==> config.mk <==
export PLATFORM = sky130hd
export DESIGN_NAME = result_collector
export DESIGN_NICKNAME = d
export VERILOG_FILES = /design/src/rtl/result_collector_pkg.sv /design/src/rtl/result_collector_fifo.sv /design/src/rtl/result_collector.sv
export SDC_FILE = /design/constraint.sdc
export NUM_CORES = 1
export LEC_CHECK = 0
export BUFFER_PORTS_ARGS = -buffer_cell sky130_fd_sc_hd__buf_2
export CAP_MARGIN = 25
export CORE_ASPECT_RATIO = 0.6
export CORE_MARGIN = 5
export CORE_UTILIZATION = 60
export DETAILED_ROUTE_END_ITERATION = 12
export PLACE_DENSITY = 0.8
export SYNTH_ARGS = -nofsm -noshare
export SYNTH_HDL_FRONTEND = slang
export SYNTH_SLANG_ARGS = --single-unit
==> constraint.sdc <==
create_clock -name i_clk -period 5.3 [get_ports i_clk]
set_input_delay 0.795 -clock i_clk [delete_from_list [all_inputs] [get_ports i_clk]]
set_output_delay 0.795 -clock i_clk [all_outputs]
set_load 0.01 [all_outputs]
==> src/rtl/result_collector_pkg.sv <==
// Shared definitions for the result collector: register map, bit positions
// inside STATUS/CTRL, and widths derived from the FIFO depth.
package result_collector_pkg;

  // Register offsets relative to the APB base address
  localparam logic [31:0] OFF_DATA_LO  = 32'h00;
  localparam logic [31:0] OFF_DATA_HI  = 32'h04;
  localparam logic [31:0] OFF_STATUS   = 32'h08;
  localparam logic [31:0] OFF_CTRL     = 32'h0C;
  localparam logic [31:0] OFF_DONE_CNT = 32'h10;

  // STATUS bit positions ([7:0] is the entry count)
  localparam int ST_EMPTY = 8;
  localparam int ST_FULL  = 9;
  localparam int ST_OVF   = 10;
  localparam int ST_UNF   = 11;
  localparam int ST_DONE  = 12;

  // CTRL bit positions
  localparam int CTRL_IRQ_EN   = 0;
  localparam int CTRL_FLUSH    = 1;
  localparam int CTRL_CLR_DONE = 2;

  typedef enum logic [2:0] {
    SEL_DATA_LO,
    SEL_DATA_HI,
    SEL_STATUS,
    SEL_CTRL,
    SEL_DONE_CNT,
    SEL_NONE
  } reg_sel_e;

  // Pointer width for a power-of-two depth; the count needs one extra bit
  function automatic int ptr_w(input int depth);
    return $clog2(depth);
  endfunction

  function automatic int cnt_w(input int depth);
    return $clog2(depth) + 1;
  endfunction

  // Map a base-relative offset to a register select
  function automatic reg_sel_e decode_reg(input logic [31:0] off);
    case (off)
      OFF_DATA_LO:  return SEL_DATA_LO;
      OFF_DATA_HI:  return SEL_DATA_HI;
      OFF_STATUS:   return SEL_STATUS;
      OFF_CTRL:     return SEL_CTRL;
      OFF_DONE_CNT: return SEL_DONE_CNT;
      default:      return SEL_NONE;
    endcase
  endfunction

endpackage

==> src/rtl/result_collector_fifo.sv <==
// Lane-pair FIFO: push/pop/flush with same-cycle push+pop, registered flags.
module result_fifo
  import result_collector_pkg::*;
#(
  parameter int WIDTH = 64,
  parameter int DEPTH = 8
) (
  input  logic                      i_clk,
  input  logic                      i_rst,
  input  logic                      i_push,
  input  logic                      i_pop,
  input  logic                      i_flush,
  input  logic [WIDTH-1:0]          i_wdata,
  output logic [WIDTH-1:0]          o_rdata,
  output logic [cnt_w(DEPTH)-1:0]   o_count,
  output logic                      o_full,
  output logic                      o_empty
);

  localparam int PTR_W = ptr_w(DEPTH);
  localparam int CNT_W = cnt_w(DEPTH);

  logic [WIDTH-1:0] r_mem [DEPTH];
  logic [PTR_W-1:0] r_wr_ptr;
  logic [PTR_W-1:0] r_rd_ptr;
  logic [CNT_W-1:0] r_count;
  logic             r_full;
  logic             r_empty;

  logic             w_pop_ok;
  logic             w_push_ok;
  logic [CNT_W-1:0] w_count_nxt;

  // A pop frees a slot in the same cycle, so a full FIFO still accepts a push
  // when it is popped at the same time.
  assign w_pop_ok  = i_pop & ~r_empty;
  assign w_push_ok = i_push & (~r_full | w_pop_ok);

  // Next occupancy drives the registered full/empty flags
  always_comb begin
    w_count_nxt = r_count + CNT_W'(w_push_ok) - CNT_W'(w_pop_ok);
  end

  // Storage write; flush discards a coinciding push
  always_ff @(posedge i_clk) begin
    if (w_push_ok && !i_flush) begin
      r_mem[r_wr_ptr] <= i_wdata;
    end
  end

  // Pointers, count and flags
  always_ff @(posedge i_clk) begin
    if (i_rst || i_flush) begin
      r_wr_ptr <= '0;
      r_rd_ptr <= '0;
      r_count  <= '0;
      r_full   <= 1'b0;
      r_empty  <= 1'b1;
    end else begin
      if (w_push_ok) r_wr_ptr <= r_wr_ptr + 1'b1;
      if (w_pop_ok)  r_rd_ptr <= r_rd_ptr + 1'b1;
      r_count <= w_count_nxt;
      r_full  <= (w_count_nxt == CNT_W'(DEPTH));
      r_empty <= (w_count_nxt == '0);
    end
  end

  assign o_rdata = r_mem[r_rd_ptr];
  assign o_count = r_count;
  assign o_full  = r_full;
  assign o_empty = r_empty;

endmodule

==> src/rtl/result_collector.sv <==
// Captures matrix-unit result lane pairs into a FIFO and exposes results,
// status and job-completion tracking to the host through an APB slave.
module result_collector
  import result_collector_pkg::*;
#(
  parameter int          DATA_W    = 32,
  parameter int          DEPTH     = 8,
  parameter logic [31:0] BASE_ADDR = 32'h100
) (
  input  logic              i_clk,
  input  logic              i_rst,
  input  logic [DATA_W-1:0] i_out1,
  input  logic [DATA_W-1:0] i_out2,
  input  logic              i_valid,
  input  logic              i_done,
  input  logic [31:0]       i_paddr,
  input  logic              i_psel,
  input  logic              i_penable,
  input  logic              i_pwrite,
  input  logic [31:0]       i_pwdata,
  output logic [31:0]       o_prdata,
  output logic              o_full,
  output logic              o_empty,
  output logic              o_irq
);

  localparam int CNT_W = cnt_w(DEPTH);

  logic [2*DATA_W-1:0] w_head;
  logic [CNT_W-1:0]    w_count;
  logic                w_full;
  logic                w_empty;

  logic [31:0]         w_off;
  reg_sel_e            w_sel;
  logic                w_setup;
  logic                w_access;
  logic                w_rd_hi;
  logic                w_wr_ctrl;
  logic                w_flush;
  logic                w_clr_done;
  logic                w_pop_taken;
  logic                w_push;
  logic                w_rise;
  logic                w_pending_nxt;
  logic                w_irq_en_nxt;
  logic [31:0]         w_status;
  logic [31:0]         w_rdata;
  logic                w_unused;

  logic                r_done_q;
  logic                r_pending;
  logic                r_irq_en;
  logic                r_ovf;
  logic                r_unf;
  logic [7:0]          r_done_cnt;
  logic                r_irq;
  logic [31:0]         r_prdata;

  assign w_off    = i_paddr - BASE_ADDR;
  assign w_sel    = decode_reg(w_off);
  assign w_setup  = i_psel & ~i_penable & ~i_pwrite;
  assign w_access = i_psel & i_penable;

  assign w_rd_hi    = w_access & ~i_pwrite & (w_sel == SEL_DATA_HI);
  assign w_wr_ctrl  = w_access & i_pwrite & (w_sel == SEL_CTRL);
  assign w_flush    = w_wr_ctrl & i_pwdata[CTRL_FLUSH];
  assign w_clr_done = w_wr_ctrl & i_pwdata[CTRL_CLR_DONE];

  // Flush wins over a coinciding push; the dropped push is not an overflow
  assign w_pop_taken = w_rd_hi & ~w_empty;
  assign w_push      = i_valid & ~w_flush;

  assign w_rise        = i_done & ~r_done_q;
  assign w_pending_nxt = w_rise ? 1'b1 : (w_clr_done ? 1'b0 : r_pending);
  assign w_irq_en_nxt  = w_wr_ctrl ? i_pwdata[CTRL_IRQ_EN] : r_irq_en;

  // Only the defined CTRL bits are consumed from the write data
  assign w_unused = ^i_pwdata[31:3];

  result_fifo #(
    .WIDTH (2*DATA_W),
    .DEPTH (DEPTH)
  ) u_fifo (
    .i_clk   (i_clk),
    .i_rst   (i_rst),
    .i_push  (w_push),
    .i_pop   (w_rd_hi),
    .i_flush (w_flush),
    .i_wdata ({i_out2, i_out1}),
    .o_rdata (w_head),
    .o_count (w_count),
    .o_full  (w_full),
    .o_empty (w_empty)
  );

  // Register read mux; head lanes read as 0 when nothing is held
  always_comb begin
    w_status           = '0;
    w_status[7:0]      = 8'(w_count);
    w_status[ST_EMPTY] = w_empty;
    w_status[ST_FULL]  = w_full;
    w_status[ST_OVF]   = r_ovf;
    w_status[ST_UNF]   = r_unf;
    w_status[ST_DONE]  = r_pending;
    w_rdata            = '0;
    case (w_sel)
      SEL_DATA_LO:  w_rdata = w_empty ? 32'h0 : 32'(w_head[DATA_W-1:0]);
      SEL_DATA_HI:  w_rdata = w_empty ? 32'h0 : 32'(w_head[2*DATA_W-1:DATA_W]);
      SEL_STATUS:   w_rdata = w_status;
      SEL_CTRL:     w_rdata = {31'h0, r_irq_en};
      SEL_DONE_CNT: w_rdata = {24'h0, r_done_cnt};
      default:      w_rdata = '0;
    endcase
  end

  // Read data is captured in the setup phase and held through the access phase
  always_ff @(posedge i_clk) begin
    if (i_rst) begin
      r_prdata <= '0;
    end else if (w_setup) begin
      r_prdata <= w_rdata;
    end
  end

  // Sticky flags, control bits, done edge detect and completion counter
  always_ff @(posedge i_clk) begin
    if (i_rst) begin
      r_done_q   <= 1'b0;
      r_pending  <= 1'b0;
      r_irq_en   <= 1'b0;
      r_ovf      <= 1'b0;
      r_unf      <= 1'b0;
      r_done_cnt <= '0;
      r_irq      <= 1'b0;
    end else begin
      r_done_q  <= i_done;
      r_pending <= w_pending_nxt;
      r_irq_en  <= w_irq_en_nxt;
      r_irq     <= w_pending_nxt & w_irq_en_nxt;
      if (w_rise) r_done_cnt <= r_done_cnt + 8'd1;
      if (w_flush) begin
        r_ovf <= 1'b0;
        r_unf <= 1'b0;
      end else begin
        if (i_valid && w_full && !w_pop_taken) r_ovf <= 1'b1;
        if (w_rd_hi && w_empty)                r_unf <= 1'b1;
      end
    end
  end

  assign o_prdata = r_prdata;
  assign o_full   = w_full;
  assign o_empty  = w_empty;
  assign o_irq    = r_irq;

endmodule

[After elaboration in Yosys (flattened, before gate mapping)]
Memory sizes are Yosys's and may differ from the RTL's. A register that Yosys moved wholly into a read port is not among the register bits.
Index checks and enable logic that the tools add are counted.
Word-level totals
  register bits after elaboration: 58
  RAM bits: 512
  bits of input ports: 135
  memories kept: 1
Operators by class
  add/sub/neg operators: 6
  equal/unequal tests: 9
  muxes and demuxes: 11
  bitwise operators: 21
  reductions and logical operators: 11
Memory list
  u_fifo.r_mem: depth 8, width 64, rd ports 1, clocked after memory_dff 1, write ports 1, line result_collector_fifo.sv:23  | logic [WIDTH-1:0] r_mem [DEPTH];
Operators by type and width (count)
  32-bit case mux with 5 select lines: 1
  32-bit by 4-bit equality test with 1-bit output (second input constant): 2
  32-bit 2-to-1 mux: 2
  32-bit by 3-bit equality test with 1-bit output (second input constant): 1
  32-bit by 5-bit equality test with 1-bit output (second input constant): 1
  32-bit logical NOT: 1
  32-bit by 9-bit subtractor with 32-bit output (second input constant): 1
  3-bit case mux with 5 select lines: 1
  1-bit bitwise AND: 14
  8-bit by 1-bit adder with 8-bit output (second input constant): 1
  3-bit by 1-bit adder with 3-bit output (second input constant): 2
  3-bit by 2-bit equality test with 1-bit output (second input constant): 2
  3-bit 2-to-1 mux: 2
  1-bit NOT: 6
  1-bit 2-to-1 mux: 5
  4-bit by 1-bit adder with 4-bit output: 1
  4-bit equality test (second input constant): 1
  1-bit logical AND: 4
  4-bit logical NOT: 1
  4-bit by 1-bit subtractor with 4-bit output: 1
  3-bit by 1-bit equality test with 1-bit output (second input constant): 1
  3-bit equality test (second input constant): 1
  3-bit logical NOT: 1
  1-bit logical NOT: 2
  3 further kinds: 3

[Longest topological paths before layout]
Gate-level depths: netlist of run 1.
  depth in word-level cells: 12
  mapped depth: 12

[Hierarchy]
Synthesis of run 1 repeated with hierarchy kept, for this count alone.
Unflattened totals
  cell total of the unflattened synthesis: 1077
  area total of the unflattened synthesis: 22147.5 sq um
Modules (own cells, without submodules)
  result_fifo: instances 1, cells an instance 816, area an instance 19904.1 sq um
  result_collector: instances 1, cells an instance 261, area an instance 2243.4 sq um

[Worst setup path before layout of run 1]
Ideal clock, no wire load.
  path kind: input port to flip-flop
  start point: input port i_paddr[12]
  end point: memory u_fifo.r_mem[3][0] (enable)
  setup time: 0.430 ns
  arrival time: 4.156 ns
  required time: 4.870 ns
  setup slack: 0.714 ns
  cell stages on the path: 6
  path buffers: 0
  cell sequence: or4_1 > or2_1 > o31ai_1 > a311oi_4 > a21boi_2 > and4b_1
On the way
  cells in the longest elaborated chain, start to end: 12
RTL lines
  start, declared: line result_collector.sv:16  | input logic [31:0] i_paddr,
  32-bit by 9-bit subtractor with 32-bit output (*): line result_collector.sv:60  | assign w_off = i_paddr - BASE_ADDR;
  32-bit by 5-bit equality test with 1-bit output, or another cell as far along: line result_collector_pkg.sv:44  | case (off)
  3-bit case mux with 5 select lines (*): line result_collector_pkg.sv:44
  3-bit by 2-bit equality test with 1-bit output: line result_collector.sv:66  | assign w_wr_ctrl = w_access & i_pwrite & (w_sel == SEL_CTRL);
  1-bit bitwise AND: line result_collector.sv:66
  1-bit bitwise AND: line result_collector.sv:67  | assign w_flush = w_wr_ctrl & i_pwdata[CTRL_FLUSH];
  1-bit NOT: line result_collector.sv:72  | assign w_push = i_valid & ~w_flush;
  1-bit bitwise AND: line result_collector.sv:72
  1-bit bitwise AND: line result_collector_fifo.sv:37  | assign w_push_ok = i_push & (~r_full | w_pop_ok);
  1-bit logical AND (*): line result_collector_fifo.sv:46  | if (w_push_ok && !i_flush) begin
  1-bit 2-to-1 mux (*): line result_collector_fifo.sv:46
  1-bit 2-to-1 mux (implied by the code) (*): line result_collector_fifo.sv:47  | r_mem[r_wr_ptr] <= i_wdata;
  end, declared: line result_collector_fifo.sv:23
Mark *: on every way between the ends. The rest lies on a longest branch, timed or not.

[Final worst setup path of run 1]
  start point: input port i_paddr[12]
  end point: memory u_fifo.r_mem[7][27] (enable)
The elaborated chain is that of the path after synthesis.

==> results of run 1 <==
[synth_stat cells, types with 5 or more instances]
master | number | area share [%]
mux4_2 | 131 | 13
nand3_1 | 11 | 0.25
nor2_1 | 31 | 0.52
nor4_1 | 9 | 0.25
buf_1 | 12 | 0.20
xnor2_1 | 6 | 0.24
and3_1 | 5 | 0.14
dfxtp_1 | 61 | 5.5
a21oi_1 | 31 | 0.70
nor2b_1 | 6 | 0.17
nand2b_1 | 7 | 0.20
nand2_1 | 41 | 0.69
ha_1 | 6 | 0.34
inv_1 | 7 | 0.12
a31oi_1 | 6 | 0.17
xor2_1 | 8 | 0.32
clkbuf_1 | 38 | 0.64
edfxtp_1 | 512 | 69
a22oi_1 | 33 | 1.1
mux2_2 | 57 | 2.9
[kinds of logic after synthesis]
family	Yosys count
fa+ha+maj	7
simple gates	151
buf+inv	60
xor+xnor	14
mux	191
flops	573
compound gates	96
[power groups by stage]
stage | Sequential, mW | Combinational (mW) | Clock [mW]
finish | 5.35 | 0.776 | 3.86
global route | 5.37 | 0.837 | 4.13
CTS | 5.35 | 0.785 | 3.91
detailed placement | 5.45 | 0.777 | 0
global placement | 5.43 | 0.751 | 0
floorplan | 5.42 | 0.454 | 0
[per-layer routing]
layer / vias up / global-route usage (%) / part of all wire (%)
met5: - / 0 / 0.077
met4: 6 / 6.72 / 2.4
met3: 84 / 5.10 / 8.5
met2: 511 / 37.4 / 49
met1: 5908 / 34.4 / 40
li1: 4853 / - / -
[final timing paths]
| path | endpoint | slack, ns | cells after the start |
|---|---|---|---|
| worst max-delay path | u_fifo.r_mem[7][27] | 1.43 | 9 |
| worst min-delay path | r_pending | 0.42 | 2 |
| worst max register to register | u_fifo.r_mem[7][27] | 2.25 | 6 |
| worst min register to register | o_prdata[3] | 0.48 | 2 |
[registers in the layout, indices dropped and copies added, names as in the netlist, named ones only]
name / cells
u_fifo.r_rd_ptr: 3
o_prdata: 32
o_irq: 1
u_fifo.o_empty: 1
u_fifo.o_full: 1
r_done_cnt: 8
r_pending: 1
r_irq_en: 1
u_fifo.r_mem: 512
r_done_q: 1
u_fifo.r_wr_ptr: 3
u_fifo.o_count: 4
r_unf: 1
r_ovf: 1
[area by class of cell]
type                       count  area (um2)  area share, %
clock inverter                26         405           1.60
inverter                       7        26.3          0.104
clock buffer                  61        1310           5.17
multi-input combinational    459        5370           21.2
tap                          476         596           2.35
antenna                        6        15.0         0.0592
timing repair buffer         168        1030           4.08
sequential                   573       16600           65.5
[critical path, cell delays in order]
cell and delay (ns):
buf_2 0.10, or4_1 0.57, o21ai_1 0.23, nand4bb_1 0.13, buf_4 0.19, o31ai_1 0.57, a21boi_2 0.51, and4_4 0.70
buf_12 0.30
[metrics by stage]
stage	std cells	setup slack (ns)	utilization, %	hold slack (ns)	cell area, um2
after floorplan	1092	0.714	-	0.437	22200
after global placement	1680	0.976	64.8	0.466	23600
after detailed placement	1682	0.840	64.9	0.476	23600
after CTS	1769	1.44	69.6	0.390	25300
after global routing	1774	1.15	69.6	0.402	25400
final	1776	1.43	69.7	0.421	25400
==> run metrics, run 1 <==
Fin Setup TNS 0 ns; CTS root buf clkbuf_16; clock tree from TritonCTS built; gr ovfl total 0; WL final 48.2 mm; Net Count, Synth 1234; Seq/Total Area, Yosys 74.9%; status finished clean; Via density 6.40; Max-Cap Viols 0; die height 159 um; number of clock sinks 573; Max Slew Vio Count 0; WS Path Type input port to flip-flop; # hold bufs at CTS 0; Worst VDD drop 0.000346 V; CP endpoint kind flip-flop; first-pass GRT wire length 73.4 mm; Clk pin slew, worst setup/hold paths 0.07 ns; PwrDens 394 nW/um2; Global Route Usage Sum 23.7%; initial antenna violation count 9; CTS H-tree lvls 2; DR pass1 iterations 7; commonest non-fill, non-tap cell in the layout edfxtp_1; XOR/XNOR Fraction of Synth Area 0.553%; Layout area overhead 14.4%; Clock Skews 0.0205 ns; number of DRC markers in iteration 0 1294; GP Congestion 0.815; Die W 258 um; number of global-route vias before repair 11800; startpoint types input port; Worst Hold Class input port to flip-flop; Flop pwr share 53.6%; Clock Path Buffers 3; Final min period 3.87 ns; clock share of power 38.6%; Internal Pwr Total 7.86 mW; clk_lat worst skew 0.57 ns; #FFs+latches synth 573; Logic pwr share 7.8%; layout cells sized above 1 35.1%; Top FF cell, synth edfxtp_1; Worst Max-Slew Pin Slew 0.999 ns; setup repair bufs after CTS 0; number of core rows 54; CORE AREA 36400 um2; RSZ-0062 raised after global routing false; main combinational cell family by area after synthesis multiplexers; Worst Path Max Fanout 28; simple-gate portion of the synthesized area 3.74%; Initial Utilization 60.9%; DRT antenna net count 0; post-cts sizing count 0; Avg Inst Size Synth 20.3 um2; synth warn 0; most frequent cells in the layout 512 x edfxtp_1, 142 x buf_2, 131 x mux4_2, 58 x dfxtp_1, 57 x mux2_2; drt wl/cell 27.1 um; ys async rst share 0%; Post-synth EDFFs 512; DR DRC count 0; Synth Area in Compound Gates 3.01%; I/O pin cnt 170; Critical Path Source i_paddr[12]; via count 11400; CP Data Required Time 5.55 ns; Layout fillers 2182; final hold violation count 0; Num CTS Buffers 48; Sw Ratio 21.3%; sw power 2.13 mW; endpoints failing setup 0; Post-Synth Adder-Cell Area 0.429%; fmax 259 MHz; largest net degree at the start of global routing 83; hold path start i_pwdata[2]; post-synthesis mux area share 16.3%; Static Leak 8.08 nW; relative slew slack 33.4%; Worst Path Arrival 4.12 ns; Cells after Synth 1092; Worst R2R Start u_fifo.o_empty; die area 41000 um2; total power 9.98 mW; Nets 1399; synth unique cells 59; port bufs 140; Tcrit/Tclk final 73.0%; mapped cell area 22200 um2; HPWL after detailed placement 28.3 mm
No activity file was read; power rests on OpenSTA's default activity.
==> run 2, diff against run 1 <==
==> constraint.sdc (replaced) <==
create_clock -name i_clk -period 3.65 [get_ports i_clk]
set_input_delay 0.5475 -clock i_clk [delete_from_list [all_inputs] [get_ports i_clk]]
set_output_delay 0.5475 -clock i_clk [all_outputs]
set_load 0.01 [all_outputs]
==> run 2 against run 1 <==
Against the previous run:
- core utilization increased by 0.66 points
- largest power group unchanged
- critical path depth increased by 4
- first-iteration DRC count decreased by 5.3%
- clock power increased by 45%
==> run metrics, run 2 (synthesized netlist as in run 1, its figures left out) <==
DRT antenna net count 0; Worst VDD drop 0.000512 V; Fin Hold WS 0.183 ns; Biggest register u_fifo.r_mem; die area 41000 um2; initial antenna violation count 11; RSZ-0062 raised after global routing false; Nets 1417; Layout area overhead 15.5%; Critical Path Source i_paddr[9]; number of clock sinks 573; Via density 6.38; Critical-path top delay cell or4_1; Static Leak 8.18 nW; via count 11500; gr ovfl total 0; Clock Skews 0.0198 ns; Worst Hold Class input port to flip-flop; placed inst area 23900 um2; Max-Cap Viols 0; WL met3 3.75 mm; R2R depth 5; status finished clean; # hold bufs at CTS 0; Worst Path Arrival 3.58 ns; clock tree from TritonCTS built; Global Route Usage Sum 23.7%; first-pass GRT wire length 73.7 mm; CTS H-tree lvls 2; DR DRC count 0; CTS root buf clkbuf_16; Clock Path Buffers 3; I/O pin cnt 170; Inst Count DP 1700; number of global-route vias before repair 11900; met1 wire length 19.6 mm; Die W 258 um; Num CTS Buffers 49; Non-Filler Instances 1796; GP Congestion 0.853; Initial Utilization 60.9%; commonest non-fill, non-tap cell in the layout edfxtp_1; CP endpoint kind flip-flop; most frequent cells in the layout 512 x edfxtp_1, 140 x buf_2, 131 x mux4_2, 58 x dfxtp_1, 57 x mux2_2; Worst Max-Slew Pin Slew 0.780 ns; final instance area 25600 um2; DR pass1 iterations 5; PwrDens 568 nW/um2; final hold violation count 0; fmax 324 MHz; met2 wire length 24.1 mm; drt wl/cell 27.1 um; WHS Path Cells 2; largest net degree at the start of global routing 73; WS Path Type input port to flip-flop; HPWL after detailed placement 28.5 mm; clk_lat worst skew 0.57 ns; relative slew slack 48.0%; startpoint types input port; Final min period 3.09 ns; WL final 48.7 mm; setup repair bufs after CTS 0; number of core rows 54; Tcrit/Tclk final 84.6%; hold path start i_pwdata[2]; Worst Path Max Fanout 5; Cell Chain, Critical Path buf_2, or4_1, o21ai_1, nand4bb_1, buf_4, nor4_2, xor2_1, ha_1, inv_1, fa_1, xor2_1, nand3_1, nor3b_1; die height 159 um; CP dominant cell by count xor2_1; topmost layer with routed signal wires met5; number of DRC markers in iteration 0 1225; Clk pin slew, worst setup/hold paths 0.06 ns; Max Slew Vio Count 0; port bufs 140; Largest register FFs 512; post-cts sizing count 0; slowest stage delay, CP 0.57 ns; CORE AREA 36400 um2; CP Data Required Time 4.14 ns; layout cells sized above 1 36.2%; endpoints failing setup 0
## run 2: area by class of cell
type / instances / area [um2]
multi-input combinational: 459 / 5370
clock inverter: 33 / 417
antenna: 5 / 12.5
clock buffer: 58 / 1310
sequential: 573 / 16600
tap: 476 / 596
fill: 2182 / 10800
inverter: 7 / 26.3
timing repair buffer: 185 / 1260
## run 2: final timing paths
path / slack (ns) / to
max: 0.56 / u_fifo.o_full
min: 0.18 / r_pending
max reg2reg: 1.19 / o_prdata[1]
min reg2reg: 0.47 / o_prdata[3]
## run 2: power by group
| group | internal [mW] | switching (mW) |
|---|---|---|
| Combinational | 0.517 | 0.678 |
| Clock | 3.23 | 2.35 |
| Sequential | 7.62 | 0.159 |
| Total | 11.4 | 3.19 |
## run 2: worst max-delay path, delay by kind of cell
kind,cells,cell delay [ns]
buffers and inverters,3,0.41
AND/OR/NAND/NOR,5,1.46
XOR/XNOR,2,0.37
adder cells (fa/ha/maj),2,0.58
AO/OA/AOI/OAI,1,0.19
## run 2: metal layers
layer / vias up / track usage, %
met3: 92 / 5.03
met1: 5943 / 33.6
met4: 8 / 6.26
met2: 513 / 38.4
li1: 4895 / -
met5: - / 0
## run 2: per-stage QoR
step	utilization, %	total power [mW]	setup slack (ns)	TNS [ns]
4_1_cts	70.3	14.6	0.617	0
2_1_floorplan	-	8.52	-0.0231	-5.62
6_report	70.3	14.5	0.562	0
3_3_place_gp	65.5	9.05	0.122	0
3_5_place_dp	65.5	9.11	0.0490	0
5_1_grt	70.3	15.0	0.344	0
==> run 3, diff against run 2 <==
==> constraint.sdc (replaced) <==
create_clock -name i_clk -period 2.88 [get_ports i_clk]
set_input_delay 0.432 -clock i_clk [delete_from_list [all_inputs] [get_ports i_clk]]
set_output_delay 0.432 -clock i_clk [all_outputs]
set_load 0.01 [all_outputs]
==> run 3 against run 2 <==
Against the previous run:
- power increased by 22%
- setup slack got worse by 0.52 ns
- sequential share of layout area down 0.93 points
- clock power grew 13%
- core utilization increased by 1.0 points
- combinational power grew 36%
- count of clock-buffer cells in the layout is 10 higher
- via count grew 2.5%
- global-route usage is 0.92 points higher
- critical endpoint unchanged
==> run metrics, run 3 (synthesized netlist as in run 1, its figures left out) <==
first-pass GRT wire length 76.3 mm; Die W 258 um; Non-Filler Instances 1844; number of global-route vias before repair 12200; most frequent cells in the layout 512 x edfxtp_1, 140 x buf_2, 131 x mux4_2, 65 x buf_4, 58 x dfxtp_1; Worst Max-Slew Pin Slew 0.781 ns; Static Leak 8.39 nW; Max Slew Vio Count 0; CORE AREA 36400 um2; reg-to-reg slack, setup 0.51 ns; number of clock sinks 573; Fin Setup TNS 0 ns; DR DRC count 0; status finished clean; drt wl/cell 27.1 um; final hold violation count 0; Flop pwr share 55.3%; Biggest register u_fifo.r_mem; Logic pwr share 9.1%; Worst Hold Class input port to flip-flop; Tcrit/Tclk final 98.6%; DR pass1 iterations 5; CP Data Required Time 3.38 ns; Clock Skews 0.0233 ns; Num CTS Buffers 49; Clk pin slew, worst setup/hold paths 0.06 ns; Final Core Density 71.3%; I/O pin cnt 170; Max-Cap Viols 0; layout cells sized above 1 38.0%; startpoint types input port; Final min period 2.84 ns; Layout fillers 2148; WL final 49.9 mm; Worst Hold Path EP u_fifo.r_mem[3][39]; r2r endpoint u_fifo.o_full; clock tree from TritonCTS built; commonest non-fill, non-tap cell in the layout edfxtp_1; relative slew slack 47.8%; Sw Ratio 22.2%; setup ws final 0.0413 ns; number of core rows 54; Internal Pwr Total 13.9 mW; Worst VDD drop 0.000472 V; gr ovfl total 0; CTS root buf clkbuf_16; Worst Path Max Fanout 3; Via density 6.36; Layout area overhead 17.2%; Worst R2R Start u_fifo.o_empty; Worst Path Arrival 3.34 ns; endpoints failing setup 0; clock share of power 35.6%; fmax 352 MHz; clk_lat worst skew 0.58 ns; total power 17.8 mW; largest net degree at the start of global routing 36; setup repair bufs after CTS 0; WHS Path Cells 1; GP Congestion 0.918; Fin Hold WS 0.119 ns; number of DRC markers in iteration 0 1445; initial antenna violation count 12; CTS H-tree lvls 2; WS Path Type input port to flip-flop; CP endpoint kind flip-flop; placed inst area 24400 um2; HPWL after detailed placement 31.9 mm; Initial Utilization 60.9%; die height 159 um; via count 11700; Clock Path Buffers 3; Global Route Usage Sum 24.6%; Largest register FFs 512; Place WS -0.537 ns; sw power 3.95 mW; hold path start i_out2[7]; PwrDens 685 nW/um2; die area 41000 um2; DRT antenna net count 0; R2R depth 10; port bufs 140; final instance area 26000 um2; Nets 1466; Inst Count DP 1749
[run 3: cell types whose count changed in the layout (fill, tap and decap cells not counted), moves of 2 or more]
cell / before / now
or4_1: 4 / 2
clkinvlp_4: 6 / 2
clkinv_2: 9 / 3
bufinv_16: 9 / 2
clkbuf_8: 1 / 3
clkinv_1: 5 / 12
clkinv_8: 0 / 2
buf_12: 18 / 29
clkbuf_1: 6 / 15
or4_4: 1 / 3
o31ai_1: 2 / 0
buf_4: 27 / 65
[run 3: how the worst max path moves through the flow]
stage	slack, ns	from	cells after the start	to
after floorplan	-0.38	i_paddr[9]	10	u_fifo.o_empty
after global placement	-0.49	i_paddr[9]	12	u_fifo.o_full
after detailed placement	-0.54	i_paddr[9]	12	u_fifo.o_full
after CTS	0.03	i_paddr[9]	12	u_fifo.o_full
after global routing	-0.01	i_paddr[9]	14	u_fifo.o_empty
final	0.04	i_paddr[12]	11	u_fifo.o_full
[run 3: layer usage]
layer  part of all wire [%]  GRT usage, %  vias up
li1                       -             -     4991
met1                     42          37.2     6152
met2                     48          38.0      490
met3                    7.3          4.90       87
met4                    2.0          6.13       16
met5                   0.18             0        -
[run 3: critical path, stage by stage]
cell and delay [ns]:
buf_2 0.10, or4_4 0.55, o21ai_2 0.18, nand4bb_1 0.17
or4_1 0.57, or2_2 0.32, ha_1 0.28, a21o_1 0.18
a21oi_1 0.16, xnor2_1 0.18, nor3b_2 0.21
[run 3: cell type report]
| class | instances | area [um2] | area share [%] |
|---|---|---|---|
| flip-flops and latches | 573 | 16600 | 63.9 |
| multi-input cells | 459 | 5440 | 20.9 |
| repair buffers | 234 | 1770 | 6.81 |
| clock buffers | 68 | 1350 | 5.19 |
| well taps | 476 | 596 | 2.29 |
| clock inverters | 23 | 185 | 0.713 |
| inverters | 7 | 26.3 | 0.101 |
| diodes | 4 | 10.0 | 0.0385 |
[run 3: power by group through the flow]
stage	clock [mW]	sequential [mW]	combinational [mW]
final	6.33	9.85	1.63
after global routing	6.84	9.87	1.74
after CTS	6.42	9.84	1.61
after detailed placement	0	10.0	1.60
after global placement	0	9.97	1.56
after floorplan	0	9.95	0.858
[run 3: repair_timing]
action,4_1_cts,5_1_grt
resized for setup,0,5
setup endpoints to repair,0,2
hold buffers,0,0
